File: src/rtl/crc_decoder.sv
// Serial (7,4) cyclic-code decoder, g(x)=x^3+x+1, MSB first, with a valid/ready handshake on both sides.
// Define CRC_CORRECT_EN to enable single-bit error correction of the held codeword.
module crc_decoder (
  input  logic       clk,
  input  logic       reset,
  input  logic       in_sof,
  input  logic       in_bit,
  input  logic       in_valid,
  output logic       in_ready,
  output logic [3:0] data_out,
  output logic       crc_err,
  output logic [2:0] syndrome,
  output logic       corrected,
  output logic       out_valid,
  input  logic       out_ready
);

  typedef enum logic [1:0] {IDLE, RECV, HOLD} state_t;

  state_t     state, state_next;
  logic [2:0] count;
  logic [2:0] rem;
  logic [2:0] rem_next;
  logic [6:0] shreg;
  logic [6:0] fixed;
  logic       fix_flag;
  logic       accept;
  logic       frame_start;

  assign accept      = in_valid && in_ready;
  assign frame_start = accept && in_sof;
  assign rem_next    = {rem[1:0], in_bit} ^ (rem[2] ? 3'b011 : 3'b000);

  // NOTE: sequential state uses non-blocking (<=) so every register samples pre-edge values.
  always_ff @(posedge clk) begin
    if (reset) state <= IDLE;
    else       state <= state_next;
  end

  // NOTE: every always_comb output gets a default first, so no path can infer a latch.
  always_comb begin
    state_next = state;
    case (state)
      IDLE:    if (frame_start) state_next = RECV;
      RECV:    if (accept && !in_sof && count == 3'd6) state_next = HOLD;
      HOLD:    if (out_ready) state_next = IDLE;
      default: state_next = IDLE;
    endcase
  end

  // A start-of-frame bit restarts the frame from a cleared remainder, even mid-frame.
  always_ff @(posedge clk) begin
    if (reset) begin
      count <= 3'd0;
      rem   <= 3'd0;
      shreg <= 7'd0;
    end else if (frame_start) begin
      count <= 3'd1;
      rem   <= {2'b00, in_bit};
      shreg <= {6'd0, in_bit};
    end else if (accept && state == RECV) begin
      count <= count + 3'd1;
      rem   <= rem_next;
      shreg <= {shreg[5:0], in_bit};
    end
  end

`ifdef CRC_CORRECT_EN
  logic [6:0] err_mask;

  // Syndrome of a single error at x^k equals x^k mod g(x).
  always_comb begin
    err_mask = 7'd0;
    case (rem)
      3'b001:  err_mask = 7'b0000001;
      3'b010:  err_mask = 7'b0000010;
      3'b100:  err_mask = 7'b0000100;
      3'b011:  err_mask = 7'b0001000;
      3'b110:  err_mask = 7'b0010000;
      3'b111:  err_mask = 7'b0100000;
      3'b101:  err_mask = 7'b1000000;
      default: err_mask = 7'd0;
    endcase
  end

  assign fixed    = shreg ^ err_mask;
  assign fix_flag = (rem != 3'd0);
`else
  assign fixed    = shreg;
  assign fix_flag = 1'b0;
`endif

  always_comb begin
    in_ready  = (state != HOLD);
    out_valid = 1'b0;
    data_out  = 4'd0;
    syndrome  = 3'd0;
    crc_err   = 1'b0;
    corrected = 1'b0;
    if (state == HOLD) begin
      out_valid = 1'b1;
      data_out  = fixed[6:3];
      syndrome  = rem;
      crc_err   = (rem != 3'd0);
      corrected = fix_flag;
    end
  end

endmodule

File: config.mk
export PLATFORM = sky130hd
export DESIGN_NAME = crc_decoder
export DESIGN_NICKNAME = d
export VERILOG_FILES = /design/src/rtl/crc_decoder.sv
export SDC_FILE = /design/constraint.sdc
export NUM_CORES = 1
export LEC_CHECK = 0
export ABC_CLOCK_PERIOD_IN_PS = 1200
export BUFFER_PORTS_ARGS = -buffer_cell sky130_fd_sc_hd__buf_2
export CAP_MARGIN = 20
export CELL_PAD_IN_SITES_DETAIL_PLACEMENT = 0
export CELL_PAD_IN_SITES_GLOBAL_PLACEMENT = 1
export CORE_MARGIN = 4
export CORE_UTILIZATION = 30
export DETAILED_ROUTE_END_ITERATION = 6
export PLACE_DENSITY_LB_ADDON = 0.1
export SLEW_MARGIN = 30
export SYNTH_ARGS = -nofsm -noshare
export SYNTH_HDL_FRONTEND = slang
export SYNTH_SLANG_ARGS = --single-unit
File: constraint.sdc
create_clock -name clk -period 1.2 [get_ports clk]
set_input_delay 0.12 -clock clk [delete_from_list [all_inputs] [get_ports clk]]
set_output_delay 0.12 -clock clk [all_outputs]
set_load 0.03 [all_outputs]
==> impl_metrics.tcl, run 1 <==
set metrics [dict create \
    use_met3_pct 4.45 \
    crit_fanout 5 \
    wl_per_cell_um 12.1 \
    violations "setup timing" \
    vias 685 \
    fin_worst_skew_ps 8.59 \
    cts-hold-fix-buffers 0 \
    synth_nets 97 \
    busiest_layer "met2" \
    hold_slack_ps 77.6 \
    numPortBuffers 15 \
    max_freq_ghz 0.751 \
    critical_path.max_stage_delay_ps 340 \
    multi_input_area_um2 462 \
    min_period_over_period_pct 111 \
    grt_overflow 0 \
    cp.arrival_ps 1210 \
    synth.avg_cell_area_um2 8.39 \
    slew_viol_final 0 \
    detail-route-antenna-nets 0 \
    stdcell_count 147 \
    finalCriticalPeriod_ps 1330 \
    initialDrtViolationCount 11 \
    ir_worst_vdd_uv 921 \
    grt_usage_pct 11.0 \
    cap_violations 0 \
    min_path_type "input port to register" \
    final_util_pct 49.0 \
    drive_above_1_share_pct 52.1 \
    dp.cells 132 \
    crit_path_top_delay_cell "dfxtp_2" \
    diodes 0 \
    clock_latency_ps 280 \
    die-area_um2 3350 \
    wl_um 1780 \
    worst_slack_ps -131 \
    finalHoldViolCount 0 \
    io_pins 17 \
    vias_per_cell 4.66 \
    nets 128 \
    clk_pin_slew_ps 90 \
    grt_max_degree 12 \
    use_met1_pct 15.4 \
    synth_seq_cells 15 \
    critPathCaptureType "output port" \
    grt_pass1_wl_um 2850 \
    most-common-layout-cells "buf_6, nand2_1, dfxtp_1" \
    power.density_nw_per_um2 833 \
    hpwl_um 1130 \
    drc 0 \
    path_cells "nor2b_4 > buf_6 > and2_4 > buf_6" \
    seq_area_frac_synth_pct 40.2 \
    cp.required_ps 1080 \
    p_leak_uw 0.000456 \
    ys_warn_count 0 \
    htree_levels 1 \
    syn_area_um2 747 \
    grt_pass1_vias 585 \
    n_fill_cell 240 \
    die_h_um 57.9 \
    regArea_um2 303 \
    cts-buffers-inserted 3 \
    ys_types 28 \
    layout_commonest_cell "buf_6" \
    outcome "finished, violations left" \
    critPathLaunchType "register" \
    core_area_um2 2300 \
    crit_type "register to output port" \
    cts_tree "done" \
    core.rowCount 17 \
    antenna_found_initial 0 \
    rsz0062_at_grt "yes" \
    die_w_um 57.9 \
    start_util_pct 32.5 \
    synthToLayoutAreaGrowth_pct 50.8 \
    setup_violations 18 \
    gp_congestion 0.676 \
    clock_sinks 15 \
    crit_path_frequent_cell "buf_6" \
    synthCells 89 \
    firstDrtPassIters 4 \
    ctsLongestPathBuffers 2 \
    use_met2_pct 15.8 \
    clock-root-buffer "clkbuf_4" \
]
logic make-up (layout without fill, tap and decap cells):
group	after synthesis	in the layout	synth area share [%]
and+or+nand+nor	43	44	29.8
AOI/OAI and AO/OA	17	17	13.6
DFF	15	15	40.2
buffers and inverters	8	37	9.04
xor gates and xnor gates	3	3	3.52
adders and majority gates	2	2	3.35
other	1	1	0.502
path summary, 6_finish.rpt:
| path | from | endpoint | slack (ps) | cells past startpoint |
|---|---|---|---|---|
| max | state[1]$_SDFFE_PP0P_ | syndrome[1] | -130 | 4 |
| min | reset | fixed[0]$_SDFFE_PP0P_ | 80 | 2 |
| max reg2reg | state[1]$_SDFFE_PP0P_ | rem[0]$_SDFFE_PP0P_ | -60 | 6 |
| min reg2reg | fixed[2]$_SDFFE_PP0P_ | fixed[3]$_SDFFE_PP0P_ | 450 | 2 |
metrics by stage:
step / TNS, ps / setup slack, ps / cell area [um2] / power [uW]
floorplan: 0 / 33.1 / 756 / 606
global placement: 0 / 15.6 / 851 / 630
detailed placement: 0 / 23.8 / 851 / 629
CTS: -1000 / -137 / 1000 / 928
global route: -2510 / -185 / 1130 / 1000
finish: -1450 / -131 / 1130 / 938
report_power, final:
| group | switching, uW | internal [uW] |
|---|---|---|
| Clock | 162 | 124 |
| Combinational | 67.9 | 59.2 |
| Sequential | 14.1 | 511 |
| Total | 244 | 694 |
state kept, by name, summed over array words and instances (netlist names):
signal,count
rem,3
state,2
count,3
fixed,7
layout make-up:
class | count | share of cell area [%]
clock inverters | 1 | 0.444
flip-flops and latches | 15 | 26.9
well taps | 28 | 3.11
inverters | 2 | 0.667
multi-input cells | 67 | 41.0
repair buffers | 31 | 25.9
clock buffers | 3 | 2.00
timing repair:
action	in CTS	in global routing
gates resized for setup	33	21
endpoints found under the setup margin	12	22
buffers inserted	3	6
cloned	1	1
pin swaps	6	7
cell usage after synthesis:
| library cell | instances | area share (%) |
|---|---|---|
| and2_1 | 7 | 5.9 |
| nand2_1 | 17 | 8.5 |
| and3b_1 | 1 | 1.2 |
| buf_4 | 1 | 1.0 |
| nor3b_1 | 1 | 1.0 |
| inv_2 | 1 | 0.50 |
| dfxtp_1 | 15 | 40 |
| buf_6 | 2 | 3.0 |
| buf_12 | 1 | 2.7 |
| nand3_2 | 1 | 1.3 |
| nand3_1 | 1 | 0.67 |
| nand4b_1 | 1 | 1.2 |
| nor3_1 | 2 | 1.3 |
| nor2_2 | 1 | 0.84 |
| o22ai_1 | 1 | 0.84 |
| o21ai_0 | 2 | 1.3 |
| buf_2 | 2 | 1.3 |
| inv_1 | 1 | 0.50 |
| xor2_1 | 1 | 1.2 |
| a21oi_1 | 12 | 8.0 |
| nor2b_2 | 1 | 1.2 |
| a211oi_2 | 2 | 3.3 |
| nand2b_2 | 1 | 1.2 |
| conb_1 | 1 | 0.50 |
| nand3b_1 | 2 | 2.0 |
| xnor2_1 | 2 | 2.3 |
| ha_1 | 2 | 3.3 |
| nor2_1 | 7 | 3.5 |
layer usage:
layer | wire [um] | up-vias
li1 | - | 349
met4 | 31 | 0
met3 | 109 | 4
met2 | 792 | 16
met1 | 850 | 316
met5 | 0 | -
worst max-delay path: cells and delay by family, from the launching register on:
family                 cells  cell delay [ps]
DFF                        1              340
and+or+nand+nor            2              320
buffers and inverters      2              260
No activity file was read; power rests on OpenSTA's default activity.
==> inputs of run 2 (changes only) <==
Settings changed: CORE_UTILIZATION 30 to 37.
==> impl_metrics.tcl, run 2 (synthesis results as in run 1) <==
set metrics [dict create \
    most-common-layout-cells "buf_6, nand2_1, dfxtp_1" \
    crit_path_frequent_cell "buf_6" \
    ctsLongestPathBuffers 2 \
    nets 129 \
    multi_input_area_um2 442 \
    hpwl_um 1120 \
    grt_pass1_vias 636 \
    wl_um 1720 \
    grt_usage_pct 14.0 \
    vias 672 \
    critPathLaunchType "register" \
    regArea_um2 303 \
    grt_overflow 0 \
    grt_max_degree 12 \
    finalCriticalPeriod_ps 1340 \
    die-area_um2 2800 \
    cp.arrival_ps 1220 \
    fin_worst_skew_ps 0.616 \
    core.rowCount 15 \
    outcome "finished, violations left" \
    vias_per_cell 4.63 \
    slew_viol_final 0 \
    rsz0062_at_grt "yes" \
    critical_path.max_stage_delay_ps 350 \
    detail-route-antenna-nets 0 \
    ir_worst_vdd_uv 576 \
    hold_slack_ps 83.8 \
    min_period_over_period_pct 111 \
    crit_buf_inv 2 \
    die_h_um 52.9 \
    firstDrtPassIters 2 \
    die_w_um 52.9 \
    finalHoldViolCount 0 \
    cts-hold-fix-buffers 0 \
    path_cells "nor2b_4 > buf_6 > and2_4 > buf_6" \
    worst_slack_ps -137 \
    clock-root-buffer "clkbuf_4" \
    r2r-end "fixed[0]$_SDFFE_PP0P_" \
    diodes 0 \
    pre_cts_slack_ps 3.77 \
    hold-path-cell-count 2 \
    gp_congestion 0.713 \
    clock_latency_ps 280 \
    met3WireLength_um 43 \
    numPortBuffers 15 \
    dp.cells 131 \
    grt_pass1_wl_um 2860 \
    htree_levels 1 \
    hp-start "reset" \
    r2r_slack_ps -70 \
    m1WireLength_um 825 \
    drc 0 \
    rr_startpoint "state[1]$_SDFFE_PP0P_" \
    violations "setup timing" \
    layout_commonest_cell "buf_6" \
    max_freq_ghz 0.748 \
    clk_pin_slew_ps 100 \
    crit_path_top_delay_cell "dfxtp_2" \
    largest_reg_flops 7 \
    ff2ff_path_depth 6 \
    n_fill_cell 181 \
    stdcell_count 145 \
    crit_fanout 5 \
    drive_above_1_share_pct 48.3 \
    crit_type "register to output port" \
    total_power_uw 939 \
    cp.required_ps 1080 \
    synthToLayoutAreaGrowth_pct 48.1 \
    clock_sinks 15 \
    cts-buffers-inserted 3 \
    cts_tree "done" \
    core_area_um2 1820 \
    p_leak_uw 0.000456 \
    power.density_nw_per_um2 849 \
    start_util_pct 41.0 \
    timing.setup.tns_ps -1680 \
    io_pins 17 \
    antenna_found_initial 0 \
    cap_violations 0 \
    critPathTopFamily "flip-flops" \
    initialDrtViolationCount 3 \
    wl_met2_um 838 \
    min_path_type "input port to register" \
    critPathCaptureType "output port" \
    setup_violations 21 \
    top_layer "met4" \
    wl_per_cell_um 11.9 \
    whs_endpoint "state[1]$_SDFFE_PP0P_" \
]
## run 2: layer usage
layer	global-route usage, %	up-vias
met5	0	-
met4	5.11	0
met3	4.23	2
met2	21.9	8
met1	18.0	308
li1	-	354
## run 2: metrics by stage
step                area, um2  utilization [%]
finish                   1110             60.8
global route             1110             60.8
CTS                      1020             56.1
detailed placement        862             47.4
global placement          862             47.4
floorplan                 756                -
## run 2: worst register-to-register path: cells and delay by family, from the launching register on
| family | cells | cell delay (ps) |
|---|---|---|
| buf+inv | 3 | 440 |
| flops | 1 | 340 |
| compound gates | 1 | 60 |
| simple gates | 2 | 330 |
## run 2: area by class of cell
type / instances / area share (%)
inverter: 2 / 0.679
multi-input combinational: 67 / 39.9
sequential: 15 / 27.4
clock buffer: 3 / 2.04
clock inverter: 1 / 0.452
tap: 25 / 2.83
timing repair buffer: 32 / 26.7
## run 2: worst max path at each step
stage / slack [ps] / endpoint / cells after the start / start
2_1_floorplan: 30 / crc_err / 3 / state[1]$_SDFFE_PP0P_
3_3_place_gp: 30 / data_out[0] / 4 / state[1]$_SDFFE_PP0P_
3_5_place_dp: 4 / syndrome[0] / 4 / state[1]$_SDFFE_PP0P_
4_1_cts: -140 / data_out[0] / 4 / state[1]$_SDFFE_PP0P_
5_1_grt: -210 / syndrome[0] / 4 / state[1]$_SDFFE_PP0P_
6_report: -140 / data_out[0] / 4 / state[1]$_SDFFE_PP0P_
## run 2: power breakdown
group | total [uW] | switching (uW) | internal (uW)
Sequential | 524 | 13.3 | 511
Combinational | 114 | 61.8 | 52.1
Clock | 301 | 177 | 124
## run 2: timing repair
| action | 4_1_cts | 5_1_grt |
|---|---|---|
| setup endpoints to repair | 12 | 22 |
| resized for setup | 31 | 18 |
| setup buffers | 4 | 4 |
| gates cloned | 1 | 1 |
| pin swaps | 4 | 6 |
